**config.mk**
```make
export PLATFORM = sky130hd
export DESIGN_NAME = pulse_identifier_multi_flat
export DESIGN_NICKNAME = d
export VERILOG_FILES = /design/src/rtl/pulse_identifier_multi_if.sv /design/src/rtl/pulse_identifier_multi.sv /design/src/flat_wrapper.sv
export SDC_FILE = /design/constraint.sdc
export NUM_CORES = 1
export LEC_CHECK = 0
export ABC_AREA = 1
export BUFFER_PORTS_ARGS = -buffer_cell sky130_fd_sc_hd__buf_2
export CORE_ASPECT_RATIO = 1.5
export CORE_MARGIN = 5
export CORE_UTILIZATION = 30
export CTS_CLUSTER_DIAMETER = 40
export DETAILED_ROUTE_END_ITERATION = 7
export HOLD_SLACK_MARGIN = 0.05
export PLACE_DENSITY = 0.52
export REMOVE_ABC_BUFFERS = 1
export SYNTH_ARGS = -nofsm -noshare
export SYNTH_HDL_FRONTEND = slang
export SYNTH_SLANG_ARGS = --single-unit
```
**constraint.sdc**
```tcl
create_clock -name clk_96MHz -period 10.35 [get_ports clk_96MHz]
set_input_delay 2.07 -clock clk_96MHz [delete_from_list [all_inputs] [get_ports clk_96MHz]]
set_output_delay 2.07 -clock clk_96MHz [all_outputs]
set_load 0.1 [all_outputs]
```
**src/rtl/pulse_identifier_multi_if.sv**
```systemverilog
// Bundle of sensor, engine and back-end signals around the multi-channel pulse identifier.
// The slave modport is the identifier itself; master is whatever drives it.
interface pulse_identifier_multi_if #(
    parameter int NUM_SENSORS = 4,
    parameter int DATA_W      = 17,
    parameter int TS_W        = 24
);
    logic [NUM_SENSORS-1:0]        data_available;
    logic [NUM_SENSORS*TS_W-1:0]   ts_data;
    logic [NUM_SENSORS*DATA_W-1:0] decoded_data;
    logic [NUM_SENSORS-1:0]        reset_bmc_decoder;

    logic                          poly_enable;
    logic [TS_W-1:0]               poly_ts_a;
    logic [TS_W-1:0]               poly_ts_b;
    logic [DATA_W-1:0]             poly_data_a;
    logic [DATA_W-1:0]             poly_data_b;
    logic                          poly_ready;
    logic [DATA_W-1:0]             poly_result;
    logic [DATA_W-1:0]             poly_iteration;

    logic                          off_enable;
    logic [DATA_W-1:0]             off_polynomial;
    logic [DATA_W-1:0]             off_data;
    logic                          off_ready;
    logic [DATA_W-1:0]             off_result;

    logic                          consume;
    logic [NUM_SENSORS*DATA_W-1:0] pulse_id;
    logic [NUM_SENSORS-1:0]        valid_mask;
    logic [DATA_W-1:0]             polynomial;
    logic                          ready;
    logic [7:0]                    error_count;

    modport slave (
        input  data_available, ts_data, decoded_data,
        input  poly_ready, poly_result, poly_iteration,
        input  off_ready, off_result, consume,
        output reset_bmc_decoder,
        output poly_enable, poly_ts_a, poly_ts_b, poly_data_a, poly_data_b,
        output off_enable, off_polynomial, off_data,
        output pulse_id, valid_mask, polynomial, ready, error_count
    );

    modport master (
        output data_available, ts_data, decoded_data,
        output poly_ready, poly_result, poly_iteration,
        output off_ready, off_result, consume,
        input  reset_bmc_decoder,
        input  poly_enable, poly_ts_a, poly_ts_b, poly_data_a, poly_data_b,
        input  off_enable, off_polynomial, off_data,
        input  pulse_id, valid_mask, polynomial, ready, error_count
    );
endinterface

```
**src/rtl/pulse_identifier_multi.sv**
```systemverilog
// Collects one LFSR word per sensor channel during a sweep, resolves polynomial, offset
// and per-channel iterations through the shared engines, and publishes per-channel pulse IDs.
module pulse_identifier_multi #(
    parameter int NUM_SENSORS  = 4,
    parameter int DATA_W       = 17,
    parameter int TS_W         = 24,
    parameter int WINDOW_TICKS = 100000
) (
    input logic                     clk_96MHz,
    input logic                     reset,
    pulse_identifier_multi_if.slave bus
);
    localparam int CH_W  = $clog2(NUM_SENSORS);
    localparam int CNT_W = $clog2(NUM_SENSORS + 1);
    localparam int TMR_W = $clog2(WINDOW_TICKS);
    localparam logic [TMR_W-1:0] LAST_TICK = TMR_W'(WINDOW_TICKS - 1);

    typedef enum logic [2:0] {
        S_CLEAR, S_IDLE, S_COLLECT, S_POLY, S_OFFSET, S_ITER, S_DONE, S_ERROR
    } state_t;

    state_t                 r_state;
    logic [NUM_SENSORS-1:0] r_captured;
    logic [NUM_SENSORS-1:0] r_reset_bmc;
    logic [CH_W-1:0]        r_order [NUM_SENSORS];
    logic [DATA_W-1:0]      r_iter [NUM_SENSORS];
    logic [DATA_W-1:0]      r_word [NUM_SENSORS];
    logic [TS_W-1:0]        r_ts [NUM_SENSORS];
    logic [DATA_W-1:0]      r_pulse_id [NUM_SENSORS];
    logic [CNT_W-1:0]       r_count;
    logic [CNT_W-1:0]       r_iter_idx;
    logic [TMR_W-1:0]       r_timer;
    logic                   r_armed;
    logic                   r_poly_enable;
    logic [TS_W-1:0]        r_poly_ts_a;
    logic [TS_W-1:0]        r_poly_ts_b;
    logic [DATA_W-1:0]      r_poly_data_a;
    logic [DATA_W-1:0]      r_poly_data_b;
    logic                   r_off_enable;
    logic [DATA_W-1:0]      r_off_polynomial;
    logic [DATA_W-1:0]      r_off_data;
    logic [DATA_W-1:0]      r_offset;
    logic [DATA_W-1:0]      r_polynomial;
    logic [NUM_SENSORS-1:0] r_valid_mask;
    logic                   r_ready;
    logic [7:0]             r_error_count;

    logic [DATA_W-1:0]      w_word_in [NUM_SENSORS];
    logic [TS_W-1:0]        w_ts_in [NUM_SENSORS];
    logic [NUM_SENSORS-1:0] w_cand;
    logic [CH_W-1:0]        w_sel;
    logic                   w_hit;
    logic                   w_timeout;
    logic                   w_all_captured;
    logic                   w_capture;
    logic [CH_W-1:0]        w_first;
    logic [CH_W-1:0]        w_pair_b;

    for (genvar g = 0; g < NUM_SENSORS; g++) begin : g_lanes
        assign w_word_in[g]                   = bus.decoded_data[g*DATA_W +: DATA_W];
        assign w_ts_in[g]                     = bus.ts_data[g*TS_W +: TS_W];
        assign bus.pulse_id[g*DATA_W +: DATA_W] = r_pulse_id[g];
    end

    // A channel just released is masked for one cycle so a slow decoder cannot re-trigger it.
    assign w_cand = bus.data_available & ~r_captured & ~r_reset_bmc;

    // NOTE: every variable written here gets a default first so no latch is inferred.
    always_comb begin
        w_hit = 1'b0;
        w_sel = '0;
        for (int i = NUM_SENSORS - 1; i >= 0; i--) begin
            if (w_cand[i]) begin
                w_hit = 1'b1;
                w_sel = CH_W'(i);
            end
        end
    end

    assign w_all_captured = &r_captured;
    assign w_timeout      = (r_count != '0) && (r_timer == LAST_TICK);
    assign w_capture      = (r_state == S_COLLECT) && w_hit && !w_all_captured && !w_timeout;
    assign w_first        = r_order[0];
    assign w_pair_b       = r_order[CH_W'(r_iter_idx)];

    // NOTE: word/timestamp storage has no reset; each entry is written on capture before any read.
    always_ff @(posedge clk_96MHz) begin
        if (w_capture) begin
            r_word[w_sel] <= w_word_in[w_sel];
            r_ts[w_sel]   <= w_ts_in[w_sel];
        end
    end

    always_ff @(posedge clk_96MHz) begin
        if (reset || r_state == S_CLEAR) begin
            r_state       <= reset ? S_CLEAR : S_IDLE;
            r_captured    <= '0;
            r_reset_bmc   <= '0;
            r_count       <= '0;
            r_iter_idx    <= '0;
            r_timer       <= '0;
            r_armed       <= 1'b0;
            r_poly_enable <= 1'b0;
            r_off_enable  <= 1'b0;
            r_offset      <= '0;
            r_polynomial  <= '0;
            r_valid_mask  <= '0;
            r_ready       <= 1'b0;
            for (int i = 0; i < NUM_SENSORS; i++) begin
                r_order[i]    <= '0;
                r_iter[i]     <= '0;
                r_pulse_id[i] <= '0;
            end
            r_poly_ts_a      <= '0;
            r_poly_ts_b      <= '0;
            r_poly_data_a    <= '0;
            r_poly_data_b    <= '0;
            r_off_polynomial <= '0;
            r_off_data       <= '0;
            if (reset) r_error_count <= '0;
        end else begin
            // NOTE: non-blocking default then override inside the case yields a one-cycle pulse.
            r_reset_bmc <= '0;
            case (r_state)
                S_IDLE: begin
                    if (|bus.data_available) r_state <= S_COLLECT;
                end

                S_COLLECT: begin
                    if (w_all_captured) begin
                        r_iter_idx <= CNT_W'(1);
                        r_state    <= S_POLY;
                    end else if (w_timeout) begin
                        r_iter_idx <= CNT_W'(1);
                        r_state    <= (r_count >= CNT_W'(2)) ? S_POLY : S_ERROR;
                    end else begin
                        if (r_count != '0) r_timer <= r_timer + TMR_W'(1);
                        if (w_capture) begin
                            r_captured[w_sel]        <= 1'b1;
                            r_reset_bmc[w_sel]       <= 1'b1;
                            r_order[CH_W'(r_count)]  <= w_sel;
                            r_count                  <= r_count + CNT_W'(1);
                        end
                    end
                end

                // POLY resolves the first pair; ITER walks the remaining captures against the first.
                S_POLY, S_ITER: begin
                    if (r_state == S_ITER && !r_poly_enable && r_iter_idx >= r_count) begin
                        for (int i = 0; i < NUM_SENSORS; i++)
                            r_pulse_id[i] <= r_captured[i] ? r_offset + r_iter[i] : '0;
                        r_valid_mask <= r_captured;
                        r_ready      <= 1'b1;
                        r_state      <= S_DONE;
                    end else if (!r_poly_enable) begin
                        r_poly_enable <= 1'b1;
                        r_armed       <= 1'b0;
                        r_poly_ts_a   <= r_ts[w_first];
                        r_poly_data_a <= r_word[w_first];
                        r_poly_ts_b   <= r_ts[w_pair_b];
                        r_poly_data_b <= r_word[w_pair_b];
                    end else if (!r_armed) begin
                        if (!bus.poly_ready) r_armed <= 1'b1;
                    end else if (bus.poly_ready) begin
                        r_poly_enable      <= 1'b0;
                        r_iter[w_pair_b]   <= bus.poly_iteration;
                        r_iter_idx         <= r_iter_idx + CNT_W'(1);
                        if (r_state == S_POLY) begin
                            if (bus.poly_result == '0) begin
                                r_state <= S_ERROR;
                            end else begin
                                r_polynomial <= bus.poly_result;
                                r_state      <= S_OFFSET;
                            end
                        end else if (bus.poly_result != '0 && bus.poly_result != r_polynomial) begin
                            r_state <= S_ERROR;
                        end
                    end
                end

                S_OFFSET: begin
                    if (!r_off_enable) begin
                        r_off_enable     <= 1'b1;
                        r_armed          <= 1'b0;
                        r_off_polynomial <= r_polynomial;
                        r_off_data       <= r_word[w_first];
                    end else if (!r_armed) begin
                        if (!bus.off_ready) r_armed <= 1'b1;
                    end else if (bus.off_ready) begin
                        r_off_enable <= 1'b0;
                        if (bus.off_result == '0) begin
                            r_state <= S_ERROR;
                        end else begin
                            r_offset <= bus.off_result;
                            r_state  <= S_ITER;
                        end
                    end
                end

                S_DONE: begin
                    if (bus.consume) begin
                        r_ready <= 1'b0;
                        r_state <= S_CLEAR;
                    end
                end

                S_ERROR: begin
                    if (r_error_count != 8'hFF) r_error_count <= r_error_count + 8'd1;
                    r_state <= S_CLEAR;
                end

                default: r_state <= S_CLEAR;
            endcase
        end
    end

    assign bus.reset_bmc_decoder = r_reset_bmc;
    assign bus.poly_enable       = r_poly_enable;
    assign bus.poly_ts_a         = r_poly_ts_a;
    assign bus.poly_ts_b         = r_poly_ts_b;
    assign bus.poly_data_a       = r_poly_data_a;
    assign bus.poly_data_b       = r_poly_data_b;
    assign bus.off_enable        = r_off_enable;
    assign bus.off_polynomial    = r_off_polynomial;
    assign bus.off_data          = r_off_data;
    assign bus.valid_mask        = r_valid_mask;
    assign bus.polynomial        = r_polynomial;
    assign bus.ready             = r_ready;
    assign bus.error_count       = r_error_count;
endmodule

```
**src/flat_wrapper.sv**
```systemverilog
// flat-port wrapper written by rule: the top's interface ports become plain ports
module pulse_identifier_multi_flat 
#(
    parameter int NUM_SENSORS  = 4,
    parameter int DATA_W       = 17,
    parameter int TS_W         = 24,
    parameter int WINDOW_TICKS = 100000
)
  (clk_96MHz, reset, bus_data_available, bus_ts_data, bus_decoded_data, bus_poly_ready, bus_poly_result, bus_poly_iteration, bus_off_ready, bus_off_result, bus_consume, bus_reset_bmc_decoder, bus_poly_enable, bus_poly_ts_a, bus_poly_ts_b, bus_poly_data_a, bus_poly_data_b, bus_off_enable, bus_off_polynomial, bus_off_data, bus_pulse_id, bus_valid_mask, bus_polynomial, bus_ready, bus_error_count);
  pulse_identifier_multi_if #(.NUM_SENSORS(NUM_SENSORS), .DATA_W(DATA_W), .TS_W(TS_W)) bus_i ();
  input logic clk_96MHz;
  input logic reset;
  input wire logic [$bits(bus_i.data_available)-1:0] bus_data_available;
  input wire logic [$bits(bus_i.ts_data)-1:0] bus_ts_data;
  input wire logic [$bits(bus_i.decoded_data)-1:0] bus_decoded_data;
  input wire logic [$bits(bus_i.poly_ready)-1:0] bus_poly_ready;
  input wire logic [$bits(bus_i.poly_result)-1:0] bus_poly_result;
  input wire logic [$bits(bus_i.poly_iteration)-1:0] bus_poly_iteration;
  input wire logic [$bits(bus_i.off_ready)-1:0] bus_off_ready;
  input wire logic [$bits(bus_i.off_result)-1:0] bus_off_result;
  input wire logic [$bits(bus_i.consume)-1:0] bus_consume;
  output wire logic [$bits(bus_i.reset_bmc_decoder)-1:0] bus_reset_bmc_decoder;
  output wire logic [$bits(bus_i.poly_enable)-1:0] bus_poly_enable;
  output wire logic [$bits(bus_i.poly_ts_a)-1:0] bus_poly_ts_a;
  output wire logic [$bits(bus_i.poly_ts_b)-1:0] bus_poly_ts_b;
  output wire logic [$bits(bus_i.poly_data_a)-1:0] bus_poly_data_a;
  output wire logic [$bits(bus_i.poly_data_b)-1:0] bus_poly_data_b;
  output wire logic [$bits(bus_i.off_enable)-1:0] bus_off_enable;
  output wire logic [$bits(bus_i.off_polynomial)-1:0] bus_off_polynomial;
  output wire logic [$bits(bus_i.off_data)-1:0] bus_off_data;
  output wire logic [$bits(bus_i.pulse_id)-1:0] bus_pulse_id;
  output wire logic [$bits(bus_i.valid_mask)-1:0] bus_valid_mask;
  output wire logic [$bits(bus_i.polynomial)-1:0] bus_polynomial;
  output wire logic [$bits(bus_i.ready)-1:0] bus_ready;
  output wire logic [$bits(bus_i.error_count)-1:0] bus_error_count;
  assign bus_i.data_available = bus_data_available;
  assign bus_i.ts_data = bus_ts_data;
  assign bus_i.decoded_data = bus_decoded_data;
  assign bus_i.poly_ready = bus_poly_ready;
  assign bus_i.poly_result = bus_poly_result;
  assign bus_i.poly_iteration = bus_poly_iteration;
  assign bus_i.off_ready = bus_off_ready;
  assign bus_i.off_result = bus_off_result;
  assign bus_i.consume = bus_consume;
  assign bus_reset_bmc_decoder = bus_i.reset_bmc_decoder;
  assign bus_poly_enable = bus_i.poly_enable;
  assign bus_poly_ts_a = bus_i.poly_ts_a;
  assign bus_poly_ts_b = bus_i.poly_ts_b;
  assign bus_poly_data_a = bus_i.poly_data_a;
  assign bus_poly_data_b = bus_i.poly_data_b;
  assign bus_off_enable = bus_i.off_enable;
  assign bus_off_polynomial = bus_i.off_polynomial;
  assign bus_off_data = bus_i.off_data;
  assign bus_pulse_id = bus_i.pulse_id;
  assign bus_valid_mask = bus_i.valid_mask;
  assign bus_polynomial = bus_i.polynomial;
  assign bus_ready = bus_i.ready;
  assign bus_error_count = bus_i.error_count;
  pulse_identifier_multi #(.NUM_SENSORS(NUM_SENSORS), .DATA_W(DATA_W), .TS_W(TS_W), .WINDOW_TICKS(WINDOW_TICKS)) u_core (.clk_96MHz(clk_96MHz), .reset(reset), .bus(bus_i));
endmodule
```
Word-level counts from Yosys, hierarchy flattened:

Memories as Yosys holds them, arrays and structs flattened. A register that Yosys moved wholly into a read port is not among the register bits.
Cells that the tools add are included.

* output and inout bits: 220
* RAM bits: 308
* register bits: 135
* memories: 5
* input bits: 224

* equal/unequal tests: 28
* magnitude comparators: 5
* muxes and demuxes: 97
* $add $sub $neg: 8
* reduce and logical (&&, ||, !) cells: 41
* bitwise gates (word level): 19

Memories
* u_core.r_ts: words 4, bits a word 24, read ports 2, clocked after memory_dff 2, wr ports 1, line pulse_identifier_multi.sv:28 `logic [TS_W-1:0] r_ts [NUM_SENSORS];`
* u_core.r_iter: words 4, bits a word 17, read ports 4, clocked after memory_dff 0, wr ports 4, line pulse_identifier_multi.sv:26 `logic [DATA_W-1:0] r_iter [NUM_SENSORS];`
* u_core.r_pulse_id: words 4, bits a word 17, read ports 4, clocked after memory_dff 0, wr ports 4, line pulse_identifier_multi.sv:29 `logic [DATA_W-1:0] r_pulse_id [NUM_SENSORS];`
* u_core.r_word: words 4, bits a word 17, read ports 2, clocked after memory_dff 1, wr ports 1, line pulse_identifier_multi.sv:27 `logic [DATA_W-1:0] r_word [NUM_SENSORS];`
* u_core.r_order: words 4, bits a word 2, read ports 2, clocked after memory_dff 1, wr ports 4, line pulse_identifier_multi.sv:25 `logic [CH_W-1:0] r_order [NUM_SENSORS];`

Operators by type and width (count)
* 2-to-1 mux 17 bit: 11
* adder 17 bit: 4
* 2-to-1 mux 3 bit: 21
* binary-select mux 24 bit (select 2 bit): 1
* 2-to-1 mux 24 bit: 2
* 2-to-1 mux 1 bit: 41
* binary-select mux 17 bit (select 2 bit): 1
* logical NOT 17 bit: 2
* 2-to-1 mux 8 bit: 4
* 2-to-1 mux 2 bit: 11
* adder 17 x 1 -> 17 bit, second input constant: 1
* == test 17 bit, second input constant: 1
* != test 17 bit: 1
* nonzero test 17 bit: 1
* OR reduction 17 bit: 1
* one-hot mux 3 bit (5 select lines): 1
* == test 3 bit, second input constant: 4
* != test 3 x 1 -> 1 bit, second input constant: 4
* AND reduction 4 bit: 3
* AND reduction 10 bit: 1
* nonzero test 2 bit: 5
* NOT 1 bit: 9
* AND reduction 3 bit: 3
* adder 8 x 1 -> 8 bit, second input constant: 1
* other kinds (35): 64

Longest topological paths before layout:

Gate-level depths: netlist (run 1).

* depth after elaboration: 18
* depth in mapped cells: 13
* mapped depth without buffers: 13

Worst setup path before layout (run 1):

OpenSTA, ideal clock, no wires.

* path kind: input -> register
* from: in bus_data_available[0]
* to: mem u_core.r_ts[3][0] (enable)
* path buffers: 1
* arrival: 4655 ps
* cell stages on the path: 6
* path slack: 5256 ps
* required time: 9910 ps
* cells stage by stage: nand3b_1 nand2_1 nor2_1 buf_2 inv_1 nor2_1

* cells in the longest elaborated chain, start to end: 8
* elaborated cells on any way between the ends: 9
* those cells by class: 4 x mux; 2 x bitwise; 3 x reduce/logical

Ends and longest elaborated chain
* start: declaration: line flat_wrapper.sv:13 `input wire logic [$bits(bus_i.data_available)-1:0] bus_data_available;`
* AND 4 bit (*) (2 in a row): line pulse_identifier_multi.sv:66 `assign w_cand = bus.data_available & ~r_captured & ~r_reset_bmc;`
* 2-to-1 mux 1 bit: line pulse_identifier_multi.sv:73 `if (w_cand[i]) begin`
* logical AND 1 bit (3 in a row): line pulse_identifier_multi.sv:82 `assign w_capture = (r_state == S_COLLECT) && w_hit && !w_all_captured && !w_timeout;`
* 2-to-1 mux 1 bit: line pulse_identifier_multi.sv:88 `if (w_capture) begin`
* 2-to-1 mux 1 bit (not written as such): line pulse_identifier_multi.sv:90 `r_ts[w_sel] <= w_ts_in[w_sel];`
* end: declaration: line pulse_identifier_multi.sv:28

Mark *: on every way between the ends. The rest lies on a longest branch, timed or not.

Worst setup path after layout (run 1):

* from: in bus_data_available[3]
* to: mem u_core.r_word[2][11], data pin

* cells in the longest elaborated chain, start to end: 10

Ends and longest elaborated chain
* AND 4 bit (2 in a row): line pulse_identifier_multi.sv:66
* 2-to-1 mux 2 bit (4 in a row): line pulse_identifier_multi.sv:73
* NOT 2 -> 3 bit (not written as such): line pulse_identifier_multi.sv:89 `r_word[w_sel] <= w_word_in[w_sel];`
* binary-select mux 17 bit (select 2 bit): line pulse_identifier_multi.sv:89
* 2-to-1 mux 17 bit (not written as such) (2 in a row): line pulse_identifier_multi.sv:89
* end: declaration: line pulse_identifier_multi.sv:27

Every way passes these cells. The select of a mux whose other input is x is not followed.

==> results of run 1 <==
final cells by class:
class                   count  area [um^2]
well taps                1113         1390
multi-input cells        1915         9990
clock buffers              92         2130
diodes                      1         2.50
fillers                  8609        51700
repair buffers            464         2370
clock inverters            45          568
flip-flops and latches    510        13400
inverters                 299         1130
flip-flops by register name (all words and copies together), names as in the netlist, 3 cells and up, named ones only:
signal,flops
u_core.r_ts,96
u_core.r_iter,68
u_core.bus.off_data,17
u_core.r_offset,17
u_core.bus.poly_data_a,17
u_core.bus.off_polynomial,17
u_core.r_timer,17
u_core.r_iter_idx,3
u_core.bus.poly_ts_b,24
u_core.bus.poly_ts_a,24
u_core.r_state,3
u_core.bus.valid_mask,4
u_core.r_count,3
u_core.r_captured,4
u_core.r_pulse_id,68
u_core.bus.error_count,8
u_core.bus.polynomial,17
u_core.bus.poly_data_b,17
u_core.r_word,68
u_core.r_order,8
u_core.bus.reset_bmc_decoder,4
through the flow:
step / std cells / setup slack (ps) / total power [mW]
after floorplan: 2724 / 3490 / 5.05
after global placement: 4301 / 4600 / 5.90
after detailed placement: 4301 / 4630 / 5.91
after CTS: 4438 / 5280 / 8.65
after global routing: 4439 / 4890 / 8.94
final: 4439 / 5070 / 8.54
layer usage:
| metal | part of all wire [%] | GRT usage (%) | wire [um] |
|---|---|---|---|
| met2 | 50 | 33.4 | 43400 |
| met4 | 4.0 | 7.37 | 3520 |
| met5 | 0.026 | 0 | 23 |
| met3 | 6.7 | 4.22 | 5860 |
| met1 | 40 | 22.1 | 34500 |
synthesized netlist by cell type (9+ instances only):
cell	n
nand2_1	370
edfxtp_1	319
buf_1	12
dfxtp_1	191
xnor2_1	10
o21a_1	12
clkbuf_1	86
o21ai_0	279
nand4_1	55
o21bai_1	17
nor2_2	9
o22ai_1	15
inv_1	284
o211ai_1	42
a21oi_1	245
inv_2	10
a22oi_1	41
nor3_1	32
nor2_1	425
buf_2	39
a31oi_1	28
o21ai_1	29
ha_1	72
nand3b_1	11
nand3_1	147
xor2_1	21
cell families after synthesis:
logic type / synth area share (%)
simple gates: 18.5
compound gates: 16.1
flops: 53.5
buf+inv: 6.92
fa+ha+maj: 3.91
xor+xnor: 1.08
power by group through the flow:
stage	Combinational (mW)	Sequential [mW]	Clock (mW)
floorplan	0.999	4.05	0
global placement	3.14	2.76	0
detailed placement	3.15	2.76	0
CTS	3.16	2.72	2.78
global route	3.34	2.74	2.86
finish	3.12	2.71	2.71
worst min-delay path: cells and delay by family (launching register included):
kind / cells / cell delay [ps]
AO/OA/AOI/OAI: 1 / 60
flip-flops: 1 / 310
AND/OR/NAND/NOR: 1 / 60
how the worst min path moves through the flow:
stage / to / slack (ps) / cells past startpoint
after CTS: u_core.bus.poly_data_a[7] / 470 / 2
after floorplan: u_core.r_timer[15] / 440 / 2
after global placement: u_core.bus.ready / 440 / 2
after global routing: u_core.r_timer[2] / 500 / 2
final: u_core.bus.poly_data_a[7] / 470 / 2
after detailed placement: u_core.bus.poly_data_a[12] / 460 / 2
==> results_dict.tcl, run 1 <==
set metrics [dict create \
    path_depth 11 \
    p_sw_share_pct 43.9 \
    numPortBuffers 443 \
    fmax_mhz 189 \
    first_pass_iters 6 \
    crit_chain "buf_2 -> inv_1 -> nor2_1 -> nand3_1 -> nand2_2 -> nand2_2 -> nand2_1 -> clkinv_1 -> buf_4 -> a22oi_1 -> nand3_1" \
    postCtsSetupRepairBufs 0 \
    clockBufferDepth 3 \
    maxCapViolations 0 \
    cts_resized 0 \
    p_switching_mw 3.75 \
    hp-start "u_core.bus.poly_data_a[7]" \
    grtUsageTotal_pct 18.8 \
    slowest_stage "nand2_2" \
    clk_pin_slew_ps 60 \
    cts_inserted_buffers 75 \
    core-area_um2 82600 \
    r2r-end "u_core.r_iter[0][5]" \
    critical_path_required_ps 10660 \
    setup_viol 0 \
    rsz0062_at_grt "false" \
    top_level_ports 444 \
    synthCells 2867 \
    p_leak_nw 13.3 \
    period_share_pct 51.0 \
    final_common_cell "buf_2" \
    drt_wl_total_um 87300 \
    final_area_um2 31000 \
    synthesis.area_um2 25100 \
    post_dp_cell_area_um2 28300 \
    start_util_pct 30.3 \
    dieArea_um2 89500 \
    critical_path_class "in -> reg" \
    maxSlewHeadroom_pct 19.0 \
    syn2layout_area_growth_pct 23.6 \
    yosys.cell_types.count 47 \
    critPathMaxStageDelay_ps 910 \
    ys_ff_latch 510 \
    die_w_um 246 \
    fin_tns_setup_ps 0 \
    detail-route-antenna-nets 0 \
    async_flop_share_pct 0 \
    ctsRootBufferMaster "clkbuf_16" \
    grt_pass1_vias 21435 \
    outcome "completed" \
    synth-edff-count 319 \
    grt_pass1_wl_um 129000 \
    cp_data_arrival_time_ps 5580 \
    post-route-drc-count 0 \
    cts_hold_buf 0 \
    power_frac_comb_pct 36.5 \
    cellPowerDensity_nw_per_um2 276 \
    cp_num_buf_inv 4 \
    synth_largest_area_cell "edfxtp_1" \
    ys.flop_type "edfxtp_1" \
    clock_latency_ps 630 \
    peakVddDrop_mv 0.165 \
    first_iter_violations 1310 \
    gp_congestion 0.837 \
    cts_htree_levels 3 \
    yosysTopAreaCellShare_pct 38.2 \
    yosys-top-cells-area "edfxtp_1, dfxtp_1, nor2_1" \
    reg2reg_slack_ps 6120 \
    crit_end "u_core.r_word[2][11]" \
    antenna_found_initial 5 \
    yosys_warnings 0 \
    grt_remaining_overflow 0 \
    crit_start "bus_data_available[3]" \
    min_period_ps 5280 \
    p_seq_share_pct 31.7 \
    min_path_type "reg -> reg" \
    cpLargestDelayFamily "simple AND/OR/NAND/NOR gates" \
    mostFrequentLayoutCells "buf_2, nor2_1, nand2_1" \
    fin_hold_ws_ps 469 \
    slew_viol_final 0 \
    fin_nets 3565 \
    cp-end-kind "flop" \
    reg2reg_depth 9 \
    hpwl_um 61900 \
    regToRegStartpoint "u_core.r_order[0][0]" \
    drive_gt1_share_pct 19.5 \
    syn_avg_cell_area_um2 8.74 \
    viasPerCell 4.90 \
    finalHoldViolCount 0 \
    synth-seq-area-share_pct 53.5 \
    grt_max_degree 95 \
    start_kind "input port" \
    cts_tree "built" \
    final_util_pct 37.5 \
    worst_slew_pin_slew_ps 1210 \
    wl_per_cell_um 19.7 \
    num_rows 129 \
    clock-sinks 510 \
    dieHeight_um 364 \
    clockPowerShare_pct 31.7 \
    intPower_mw 4.79 \
    clock-skew-final_ps 35.0 \
    cp_max_fo 47 \
    num_vias 21740 \
]
(Power assumes the default switching activity.)
==> inputs of run 2 (changes only) <==
Settings changed: ABC_AREA 1 to 0, PLACE_DENSITY 0.52 to 0.54.
Clock period 10.35 ns to 4.8 ns, I/O delays scaled along.
==> run 2 against run 1 <==
Against the previous run:
- total power grew 94%
- area after synthesis shrank 3.5%
- first-iteration DRC count shrank 13%
- non-clock buffer count grew 8
- highest routed layer unchanged
- clock-buffer cell count shrank 8
- routed wire length shrank 8.3%
- worst setup slack lost 3600 ps
- synthesized cell count shrank 28%
==> results_dict.tcl, run 2 <==
set metrics [dict create \
    yosysTopAreaCellShare_pct 39.6 \
    synthesis.area_um2 24200 \
    outcome "completed" \
    grt_use_met1_pct 20.2 \
    busiest_layer "met2" \
    cts_hold_buf 0 \
    drt_wl_total_um 80100 \
    ys_ff_latch 510 \
    clock-skew-final_ps 27.9 \
    clockBufferDepth 3 \
    async_flop_share_pct 0 \
    critical_path_class "reg -> reg" \
    peakVddDrop_mv 0.367 \
    synth-edff-count 319 \
    synthCells 2074 \
    dieHeight_um 358 \
    reg2reg_depth 6 \
    ctsRootBufferMaster "clkbuf_16" \
    antenna_found_initial 13 \
    start_kind "flop" \
    yosys.cell_types.count 78 \
    grt_pass1_wl_um 119000 \
    hpwl_um 56700 \
    cp_max_fo 18 \
    fin_nets 2814 \
    min_path_type "reg -> reg" \
    max_flop_register "u_core.r_ts" \
    yosys_warnings 0 \
    maxCapViolations 0 \
    critical_path_required_ps 5040 \
    power_mw 16.6 \
    multiInputGateArea_um2 10200 \
    cp-end-kind "flop" \
    rsz0062_at_grt "false" \
    largest_reg_flops 96 \
    final_common_cell "buf_2" \
    synth-seq-area-share_pct 55.4 \
    synth_most_common_cell "edfxtp_1" \
    start_util_pct 30.3 \
    cts_tree "built" \
    clock-sinks 510 \
    dieArea_um2 86500 \
    num_vias 18595 \
    viasPerCell 5.14 \
    cts_resized 0 \
    fin_tns_setup_ps 0 \
    first_iter_violations 1141 \
    grt_use_met3_pct 5.05 \
    synth_largest_area_cell "edfxtp_1" \
    finalHoldViolCount 0 \
    drive_gt1_share_pct 28.6 \
    clk_pin_slew_ps 60 \
    reg2reg_slack_ps 1480 \
    fillerInstances 7839 \
    yosys-top-cells-area "edfxtp_1, dfxtp_1, mux4_2" \
    hp-start "u_core.bus.valid_mask[2]" \
    postCtsSetupRepairBufs 0 \
    maxSlewHeadroom_pct 17.1 \
    cp_data_arrival_time_ps 3560 \
    first_pass_iters 8 \
    min_period_ps 3320 \
    syn2layout_area_growth_pct 24.6 \
    core-area_um2 79900 \
    grtUsageTotal_pct 17.9 \
    fmax_mhz 301 \
    ys_top_cells_by_count "edfxtp_1, nand2_1, dfxtp_1, a21oi_1, nor2_1" \
    period_share_pct 69.2 \
    seqCellArea_um2 13400 \
    die_w_um 242 \
    p_leak_nw 11.9 \
    cts_htree_levels 3 \
    gp_congestion 0.901 \
    r2r-end "u_core.r_iter[0][11]" \
    syn_avg_cell_area_um2 11.7 \
    slew_viol_final 0 \
    regToRegStartpoint "u_core.r_state[1]" \
    num_rows 127 \
    holdPathEnd "u_core.bus.valid_mask[2]" \
    wl_per_cell_um 22.1 \
    grt_pass1_vias 19405 \
    grt_remaining_overflow 0 \
    top_level_ports 444 \
    mostFrequentLayoutCells "buf_2, edfxtp_1, nand2_1" \
    numPortBuffers 443 \
    worst_slew_pin_slew_ps 1240 \
    post-route-drc-count 0 \
    ys.flop_type "edfxtp_1" \
    grt_max_degree 188 \
    cts_inserted_buffers 75 \
    holdPathStages 2 \
    clock_latency_ps 630 \
    setup_viol 0 \
    met2_usage_pct 32.9 \
    detail-route-antenna-nets 0 \
    cellPowerDensity_nw_per_um2 549 \
]
run 2: area by class of cell:
class,instances,share of cell area [%]
Timing Repair Buffer,472,8.12
Antenna cell,9,0.0747
Clock inverter,55,2.22
Multi-Input combinational cell,1422,33.9
Inverter,33,0.411
Clock buffer,84,6.51
Sequential cell,510,44.5
Tap cell,1032,4.28
run 2: metrics by stage:
step	util, %	hold WS [ps]	worst slack (ps)	instance area [um^2]	cells
floorplan	-	459	-401	23700	1965
global placement	34.4	439	1240	27500	3469
detailed placement	34.4	440	1260	27500	3469
CTS	37.7	450	1440	30100	3608
global route	37.7	464	1180	30100	3608
finish	37.7	446	1480	30100	3617
run 2: how the worst max path moves through the flow:
stage,start,to,slack [ps]
6_report,u_core.r_state[1],u_core.r_iter[0][11],1480
5_1_grt,u_core.r_state[1],u_core.r_iter[0][14],1180
4_1_cts,u_core.r_state[1],u_core.r_iter[0][11],1440
3_5_place_dp,bus_data_available[3],u_core.r_word[0][1],1260
3_3_place_gp,bus_data_available[2],u_core.r_word[2][1],1240
2_1_floorplan,bus_data_available[0],u_core.r_ts[1][0],-400
run 2: power breakdown:
| part | internal, mW | leakage (nW) | switching [mW] | total, mW |
|---|---|---|---|---|
| combinational | 1.18 | 5.89 | 4.00 | 5.17 |
| sequential | 5.41 | 4.73 | 0.274 | 5.68 |
| clock | 3.46 | 1.26 | 2.23 | 5.70 |
run 2: metal layers:
metal / wire, um / part of all wire [%] / vias to the layer above
met2: 41700 / 52 / 684
li1: - / - / 8605
met1: 30300 / 38 / 9182
met3: 5950 / 7.4 / 120
met4: 2070 / 2.6 / 4
met5: 25 / 0.031 / -
run 2: cells by family after synthesis:
family / after synthesis / synth area share [%]
simple gates: 699 / 13.8
flops: 510 / 55.4
compound gates: 425 / 10.9
mux: 155 / 10.8
buf+inv: 142 / 2.60
fa+ha+maj: 76 / 4.06
xor+xnor: 67 / 2.43
run 2: critical path, stage by stage (launching register included):
cell and delay, ps:
edfxtp_1 610, nor2b_1 610, o21ai_2 230, nor2_2 200, nand2_2 130, nor3_4 470, nand2b_1 680
